## config.mk

```make
export PLATFORM = sky130hd
export DESIGN_NAME = bib3_paylasim_denetleyici
export DESIGN_NICKNAME = d
export VERILOG_FILES = /design/src/rtl/bib3_pkg.sv /design/src/rtl/rr_hakem_2.sv /design/src/rtl/bib3_paylasim_denetleyici.sv
export SDC_FILE = /design/constraint.sdc
export NUM_CORES = 1
export LEC_CHECK = 0
export BUFFER_PORTS_ARGS = -buffer_cell sky130_fd_sc_hd__buf_4
export CORE_UTILIZATION = 46
export CTS_CLUSTER_SIZE = 30
export DETAILED_ROUTE_END_ITERATION = 7
export MAX_ROUTING_LAYER = met4
export PLACE_DENSITY = 0.85
export SYNTH_ARGS = -nofsm -noshare
export SYNTH_HDL_FRONTEND = slang
export SYNTH_SLANG_ARGS = --single-unit
```

## constraint.sdc

```tcl
create_clock -name clk -period 1.9 [get_ports clk]
set_input_delay 0 -clock clk [delete_from_list [all_inputs] [get_ports clk]]
set_output_delay 0 -clock clk [all_outputs]
set_load 0.05 [all_outputs]
```

## src/rtl/bib3_pkg.sv

```systemverilog
// Shared definitions for the bib3 ALU and its two-requester sharing controller.
// Instruction layout: op[8:6], a[5:3], b[2:0]; 4-bit result.
package bib3_pkg;

  localparam int BUYRUK_W = 9;
  localparam int SONUC_W  = 4;

  localparam logic [2:0] OP_0 = 3'd0;
  localparam logic [2:0] OP_1 = 3'd1;
  localparam logic [2:0] OP_2 = 3'd2;
  localparam logic [2:0] OP_3 = 3'd3;
  localparam logic [2:0] OP_4 = 3'd4;
  localparam logic [2:0] OP_5 = 3'd5;
  localparam logic [2:0] OP_6 = 3'd6;
  localparam logic [2:0] OP_7 = 3'd7;

  typedef enum logic [1:0] {
    BOS   = 2'd0,
    ISLEM = 2'd1,
    BEKLE = 2'd2
  } durum_t;

endpackage

```

## src/rtl/rr_hakem_2.sv

```systemverilog
// Two-way round-robin grant: a lone request always wins,
// on contention the requester that did not win last time wins.
module rr_hakem_2 (
  input  logic [1:0] gecerli,
  input  logic       son_kazanan,
  output logic [1:0] grant
);

  always_comb begin
    grant = 2'b00;
    unique case (gecerli)
      2'b01:   grant = 2'b01;
      2'b10:   grant = 2'b10;
      2'b11:   grant = son_kazanan ? 2'b01 : 2'b10;
      default: grant = 2'b00;
    endcase
  end

endmodule

```

## src/rtl/bib3_paylasim_denetleyici.sv

```systemverilog
// Shares one combinational bib3 ALU between two requesters and returns
// each result tagged with its requester id over a valid/ready output.
module bib3_paylasim_denetleyici #(
  parameter int BUYRUK_W = bib3_pkg::BUYRUK_W,
  parameter int SONUC_W  = bib3_pkg::SONUC_W,
  parameter int SAYAC_W  = 8
) (
  input  logic                clk,
  input  logic                rst,
  input  logic                istek0_gecerli,
  input  logic [BUYRUK_W-1:0] istek0_buyruk,
  output logic                istek0_hazir,
  input  logic                istek1_gecerli,
  input  logic [BUYRUK_W-1:0] istek1_buyruk,
  output logic                istek1_hazir,
  output logic [BUYRUK_W-1:0] alu_buyruk,
  input  logic [SONUC_W-1:0]  alu_sonuc,
  output logic                cikis_gecerli,
  output logic [SONUC_W-1:0]  cikis_sonuc,
  output logic                cikis_kaynak,
  input  logic                cikis_hazir,
  output logic [SAYAC_W-1:0]  tamamlanan
);

  import bib3_pkg::*;

  durum_t              r_durum;
  durum_t              w_sonraki;
  logic [BUYRUK_W-1:0] r_alu_buyruk;
  logic                r_cikis_gecerli;
  logic [SONUC_W-1:0]  r_cikis_sonuc;
  logic                r_cikis_kaynak;
  logic [SAYAC_W-1:0]  r_tamamlanan;
  logic                r_son_kazanan;
  logic                r_kaynak;
  logic [1:0]          w_grant;
  logic                w_hazir0;
  logic                w_hazir1;
  logic                w_kabul;
  logic                w_teslim;

  rr_hakem_2 u_hakem (
    .gecerli     ({istek1_gecerli, istek0_gecerli}),
    .son_kazanan (r_son_kazanan),
    .grant       (w_grant)
  );

  always_comb begin
    w_sonraki = r_durum;
    w_hazir0  = 1'b0;
    w_hazir1  = 1'b0;
    w_teslim  = 1'b0;
    unique case (r_durum)
      BOS: begin
        // reset beats a same-cycle accept
        w_hazir0 = w_grant[0] & ~rst;
        w_hazir1 = w_grant[1] & ~rst;
        if (w_hazir0 | w_hazir1)
          w_sonraki = ISLEM;
      end
      ISLEM: w_sonraki = BEKLE;
      BEKLE: begin
        w_teslim = cikis_hazir;
        if (cikis_hazir)
          w_sonraki = BOS;
      end
      default: w_sonraki = BOS;
    endcase
  end

  assign w_kabul = w_hazir0 | w_hazir1;

  always_ff @(posedge clk) begin
    if (rst) begin
      r_durum         <= BOS;
      r_alu_buyruk    <= '0;
      r_cikis_gecerli <= 1'b0;
      r_cikis_sonuc   <= '0;
      r_cikis_kaynak  <= 1'b0;
      r_tamamlanan    <= '0;
      r_son_kazanan   <= 1'b1;
      r_kaynak        <= 1'b0;
    end else begin
      r_durum <= w_sonraki;
      if (w_kabul) begin
        r_alu_buyruk  <= w_hazir1 ? istek1_buyruk
                                  : istek0_buyruk;
        r_kaynak      <= w_hazir1;
        r_son_kazanan <= w_hazir1;
      end
      if (r_durum == ISLEM) begin
        r_cikis_sonuc   <= alu_sonuc;
        r_cikis_kaynak  <= r_kaynak;
        r_cikis_gecerli <= 1'b1;
      end
      if (w_teslim) begin
        r_cikis_gecerli <= 1'b0;
        r_tamamlanan    <= r_tamamlanan + 1'b1;
      end
    end
  end

  assign istek0_hazir  = w_hazir0;
  assign istek1_hazir  = w_hazir1;
  assign alu_buyruk    = r_alu_buyruk;
  assign cikis_gecerli = r_cikis_gecerli;
  assign cikis_sonuc   = r_cikis_sonuc;
  assign cikis_kaynak  = r_cikis_kaynak;
  assign tamamlanan    = r_tamamlanan;

endmodule
```

# After elaboration in Yosys (flattened, before gate mapping)
# Cells that the tools add are included.
[classes] n_addsub=1 eq_ne=7 muxes=9 bitwise_logic=5 n_reduce_logical=3
[op_table] operator="$pmux W2 S3" count=2
[op_table] operator="$mux W9" count=1
[op_table] operator="$add A8 B1 Y8 const B" count=1
[op_table] operator="$eq A2 B2 Y1 const B" count=3
[op_table] operator="$mux W2" count=3
[op_table] operator="$eq A2 B1 Y1 const B" count=2
[op_table] operator="$ne A2 B2 Y1 const B" count=2
[op_table] operator="$mux W1" count=3
[op_table] operator="$and A1 B1 Y1" count=2
[op_table] operator="$logic_not A2 Y1" count=1
[op_table] operator="$or A1 B1 Y1" count=2
[op_table] operator="$reduce_and A2 Y1" count=1
[op_table] operator="$reduce_or A2 Y1" count=1
[op_table] operator="$not A1 Y1" count=1
[totals] ff_bits=27 in_bits=27 out_inout_bits=25

# Logic depth before layout (Yosys ltp)
[logic_depth] word_depth=6 depth_mapped=6 ltp_nobuf=4

# Hierarchy
# From an unflattened synthesis, not the netlist that was laid out.
[hier_totals] hier_cells=141 hier_area_um2=1247.4
[by_module_without_submodules] mod="bib3_paylasim_denetleyici" instances=1 cells_each=138 area_per_inst_um2=1228.7
[by_module_without_submodules] mod="rr_hakem_2" instances=1 cells_each=3 area_per_inst_um2=18.8

# Worst setup path before layout
# No wires, ideal clock.
[synth_path] kind="flip-flop to flip-flop" from="register r_durum[1]" to="register r_son_kazanan" arrival_time_ns=1.627 setup_slack_ns=0.215 stages_incl_launch_ff=7 path_buffers=2 period_less_slack_ns=1.685 cell_sequence="dfxtp_1 -> buf_6 -> or3_1 -> buf_6 -> or2_4 -> inv_1 -> a211o_1"
[synth_between] elab_chain_len=3
[synth_rtl] item="start: declaration" line="bib3_paylasim_denetleyici.sv:27" rtl="durum_t r_durum;"
[synth_rtl] item="start signal: assignment" line="bib3_paylasim_denetleyici.sv:84" rtl="r_durum <= w_sonraki;"
[synth_rtl] item="$logic_not A2 Y1 *" line="bib3_paylasim_denetleyici.sv:53" rtl="unique case (r_durum)"
[synth_rtl] item="$mux W1 *" line="bib3_paylasim_denetleyici.sv:53"
[synth_rtl] item="via istek1_hazir" line="bib3_paylasim_denetleyici.sv:15" rtl="output logic istek1_hazir,"
[synth_rtl] item="$or A1 B1 Y1" line="bib3_paylasim_denetleyici.sv:71" rtl="assign w_kabul = w_hazir0 | w_hazir1;"
[synth_rtl] item="end signal: assignment" line="bib3_paylasim_denetleyici.sv:89" rtl="r_son_kazanan <= w_hazir1;"
[synth_rtl] item="end: declaration" line="bib3_paylasim_denetleyici.sv:34" rtl="logic r_son_kazanan;"
# Mark *: on every way through the listed nets, which the timed path passes. The rest lies on a longest branch.
# A chain may end at the register's enable or synchronous reset.

# Final worst setup path
[layout_path] from="register r_durum[0]" to="output port istek1_hazir"
[layout_between] elab_chain_len=2
[layout_rtl] item="$logic_not A2 Y1" line="bib3_paylasim_denetleyici.sv:53"
[layout_rtl] item="$mux W1" line="bib3_paylasim_denetleyici.sv:53"
[layout_rtl] item="end: declaration" line="bib3_paylasim_denetleyici.sv:15"
# Every way passes these cells.

==> flow_metrics.py <==
metrics = {
    "setup_path": {
        "crit_arrival_ps": 1720,
        "crit_type": "reg -> out",
        "cp_max_fo": 12,
        "crit_required_ps": 1900,
        "r2r_cells": 3,
        "cp-end-kind": "output pin",
        "cp-start-kind": "register",
    },
    "drt": {
        "route.antenna.remaining_nets": 0,
        "drc": 0,
        "routed-wl-met3_microns": 210,
        "wl_met1_mm": 1.36,
        "wl_met2_mm": 1.62,
        "wl_per_cell_microns": 14.4,
        "dr.pass1.iters": 6,
        "top_layer": "met4",
        "drt_iter0_markers": 31,
        "routed_wl_mm": 3.24,
        "viasPerCell": 5.77,
        "via_count": 1293,
    },
    "logic_synthesis": {
        "yosysWarnings": 0,
        "yosys-top-cells-area": "dfxtp_1, o31ai_1, a311oi_1, nand4_1, mux2i_1",
        "ys_ff_latch": 27,
        "synth_seq_area_share_pct": 43.8,
        "synth_common_cells": "dfxtp_1, nand4_1, o31ai_1",
        "yosysUniqueCellTypes": 30,
        "synthCells": 135,
        "synth_top_flop_cell": "dfxtp_1",
        "synth.most_common_cell": "dfxtp_1",
        "synth-async-reset-ratio_pct": 0,
        "syn_area_sq_mm": 0.00123,
        "synth.top_cell.area_share_pct": 43.8,
        "post-synth-top-area-cell": "dfxtp_1",
        "synth-edff-count": 0,
        "syn-num-nets": 163,
        "syn_area_per_cell_sq_um": 9.15,
    },
    "placed_design": {
        "gp_congestion": 0.789,
        "dpl.hpwl_mm": 2.14,
        "dpl.cell_count": 206,
        "place_area_sq_mm": 0.00160,
        "portBuffers": 51,
    },
    "cts": {
        "hold_buffers": 14,
        "clk_pin_slew_worst_paths_ps": 150,
        "cts.path.max_buffers": 2,
        "root_buffer": "clkbuf_4",
        "tritoncts": "done",
        "cts_max_level": 1,
        "insertion_delay_ps": 320,
        "ctsResizeCount": 0,
        "cts_setup_buffers": 0,
        "cts.sinks": 27,
        "cts_buffers": 3,
    },
    "power": {
        "pwr-share-seq_pct": 50.3,
        "total_power_mw": 1.26,
        "combPwrFrac_pct": 30.3,
        "swShare_pct": 33.7,
        "p_per_area_mw_per_mm2": 713,
        "p_sw_mw": 0.425,
        "ir_drop_mv": 0.452,
        "intPower_mw": 0.835,
        "leakage_nw": 0.761,
        "clock_power_share_pct": 19.3,
    },
    "global_route": {
        "grt_antenna_before_repair": 0,
        "overflow": 0,
        "grt_max_degree": 29,
        "grt_pass1_wl_mm": 4.93,
        "track_usage_pct": 24.2,
        "grt_pass1_vias": 1166,
    },
    "sta": {
        "hold_violations": 0,
        "drv_slew": 0,
        "period_minus_slack_ps": 1720,
        "worst_pin_slew_ps": 671,
        "period_share_pct": 90.8,
        "clock_skew_ps": 11.1,
        "tns_ps": 0,
        "max_slew_margin_pct": 55.2,
        "setup_viol": 0,
        "rsz0062_at_grt": "false",
        "fmax_ghz": 0.580,
    },
    "flow_run": {
        "timing.max_cap.violations": 0,
    },
    "final_layout": {
        "layout-drive-gt1-share_pct": 31.4,
        "syn2layout_area_growth_pct": 43.3,
        "final_area_sq_mm": 0.00177,
        "antenna_cells": 0,
        "nets": 223,
        "instances_no_fill": 224,
    },
    "floorplanning": {
        "ios": 52,
        "fp.dieW_microns": 53.8,
        "die_y_microns": 53.8,
        "core_area_sq_mm": 0.00250,
        "initial_core_util_pct": 49.4,
        "die_area_sq_mm": 0.00290,
        "rows": 18,
    },
    "min_path": {
        "whs_path_depth": 3,
        "min_path_type": "in -> reg",
    },
    "status": {
        "outcome": "completed",
    },
}
## flip-flops by register name, summed over array words and instances (netlist names)
signal,count
tamamlanan,8
alu_buyruk,9
r_son_kazanan,1
cikis_sonuc,4
r_kaynak,1
r_durum,2
cikis_gecerli,1
cikis_kaynak,1
## worst paths after layout
path                                 endpoint  slack, ps      startpoint
worst max-delay path             istek1_hazir        180      r_durum[0]
worst max register to register  tamamlanan[5]        340      r_durum[1]
worst min register to register       r_kaynak        490        r_kaynak
worst min-delay path            alu_buyruk[3]         30  istek0_gecerli
## power groups by stage
stage | registers, mW | logic (mW) | clock network (mW)
after floorplan | 0.743 | 0.145 | 0
after CTS | 0.634 | 0.379 | 0.250
after detailed placement | 0.646 | 0.356 | 0
after global routing | 0.641 | 0.405 | 0.278
after global placement | 0.644 | 0.349 | 0
final | 0.635 | 0.383 | 0.243
## cells by family (layout without fill, tap and decap cells)
kind of cell	Yosys count	after routing	share of synthesized area, %
buffers and inverters	15	74	6.48
DFF	27	27	43.8
adders and majority gates	1	1	1.01
AOI/OAI and AO/OA	33	33	19.0
and+or+nand+nor	51	51	23.4
xor gates and xnor gates	2	2	1.42
muxes	6	6	4.86
## metal layers
layer	vias to the layer above	track usage, %
li1	633	-
met1	593	27.2
met2	63	42.8
met3	4	3.39
met4	0	8.77
met5	-	-
## layout make-up
cell class | instances | area (sq um)
Multi-Input combinational cell | 93 | 614
Timing Repair Buffer | 67 | 538
Clock inverter | 1 | 5.00
Sequential cell | 27 | 541
Tap cell | 30 | 37.5
Clock buffer | 3 | 22.5
Fill cell | 199 | 731
Inverter | 3 | 11.3
## placed cells by master (no fill, tap or decap), types with 2 or more instances in the layout
| cell | n |
|---|---|
| inv_1 | 2 |
| o31ai_1 | 11 |
| or4_1 | 2 |
| nand4_1 | 11 |
| a311oi_1 | 9 |
| dfxtp_1 | 27 |
| nand2b_1 | 3 |
| or3_1 | 4 |
| dlygate4sd3_1 | 14 |
| nor2_1 | 8 |
| nand2_1 | 4 |
| o21ai_0 | 4 |
| buf_4 | 53 |
| nor3_1 | 10 |
| clkbuf_4 | 3 |
| mux2i_1 | 6 |
| xor2_1 | 2 |
| a21oi_1 | 7 |
| nor2b_1 | 2 |
| nand3_1 | 2 |
## per-stage QoR
stage               setup slack [ps]  hold slack [ps]  utilization (%)
global placement                 486              230             64.1
detailed placement               401              247             64.1
global route                    70.3             16.7             70.8
floorplan                        215              144                -
CTS                              165             19.9             70.8
finish                           175             26.9             70.8
## worst max-delay path, stage by stage (launching register included)
cell	delay (ps)
dfxtp_1	380
or3_1	410
or2_4	330
inv_1	90
buf_4	200
Note: power is estimated with default switching activity, not from simulation.
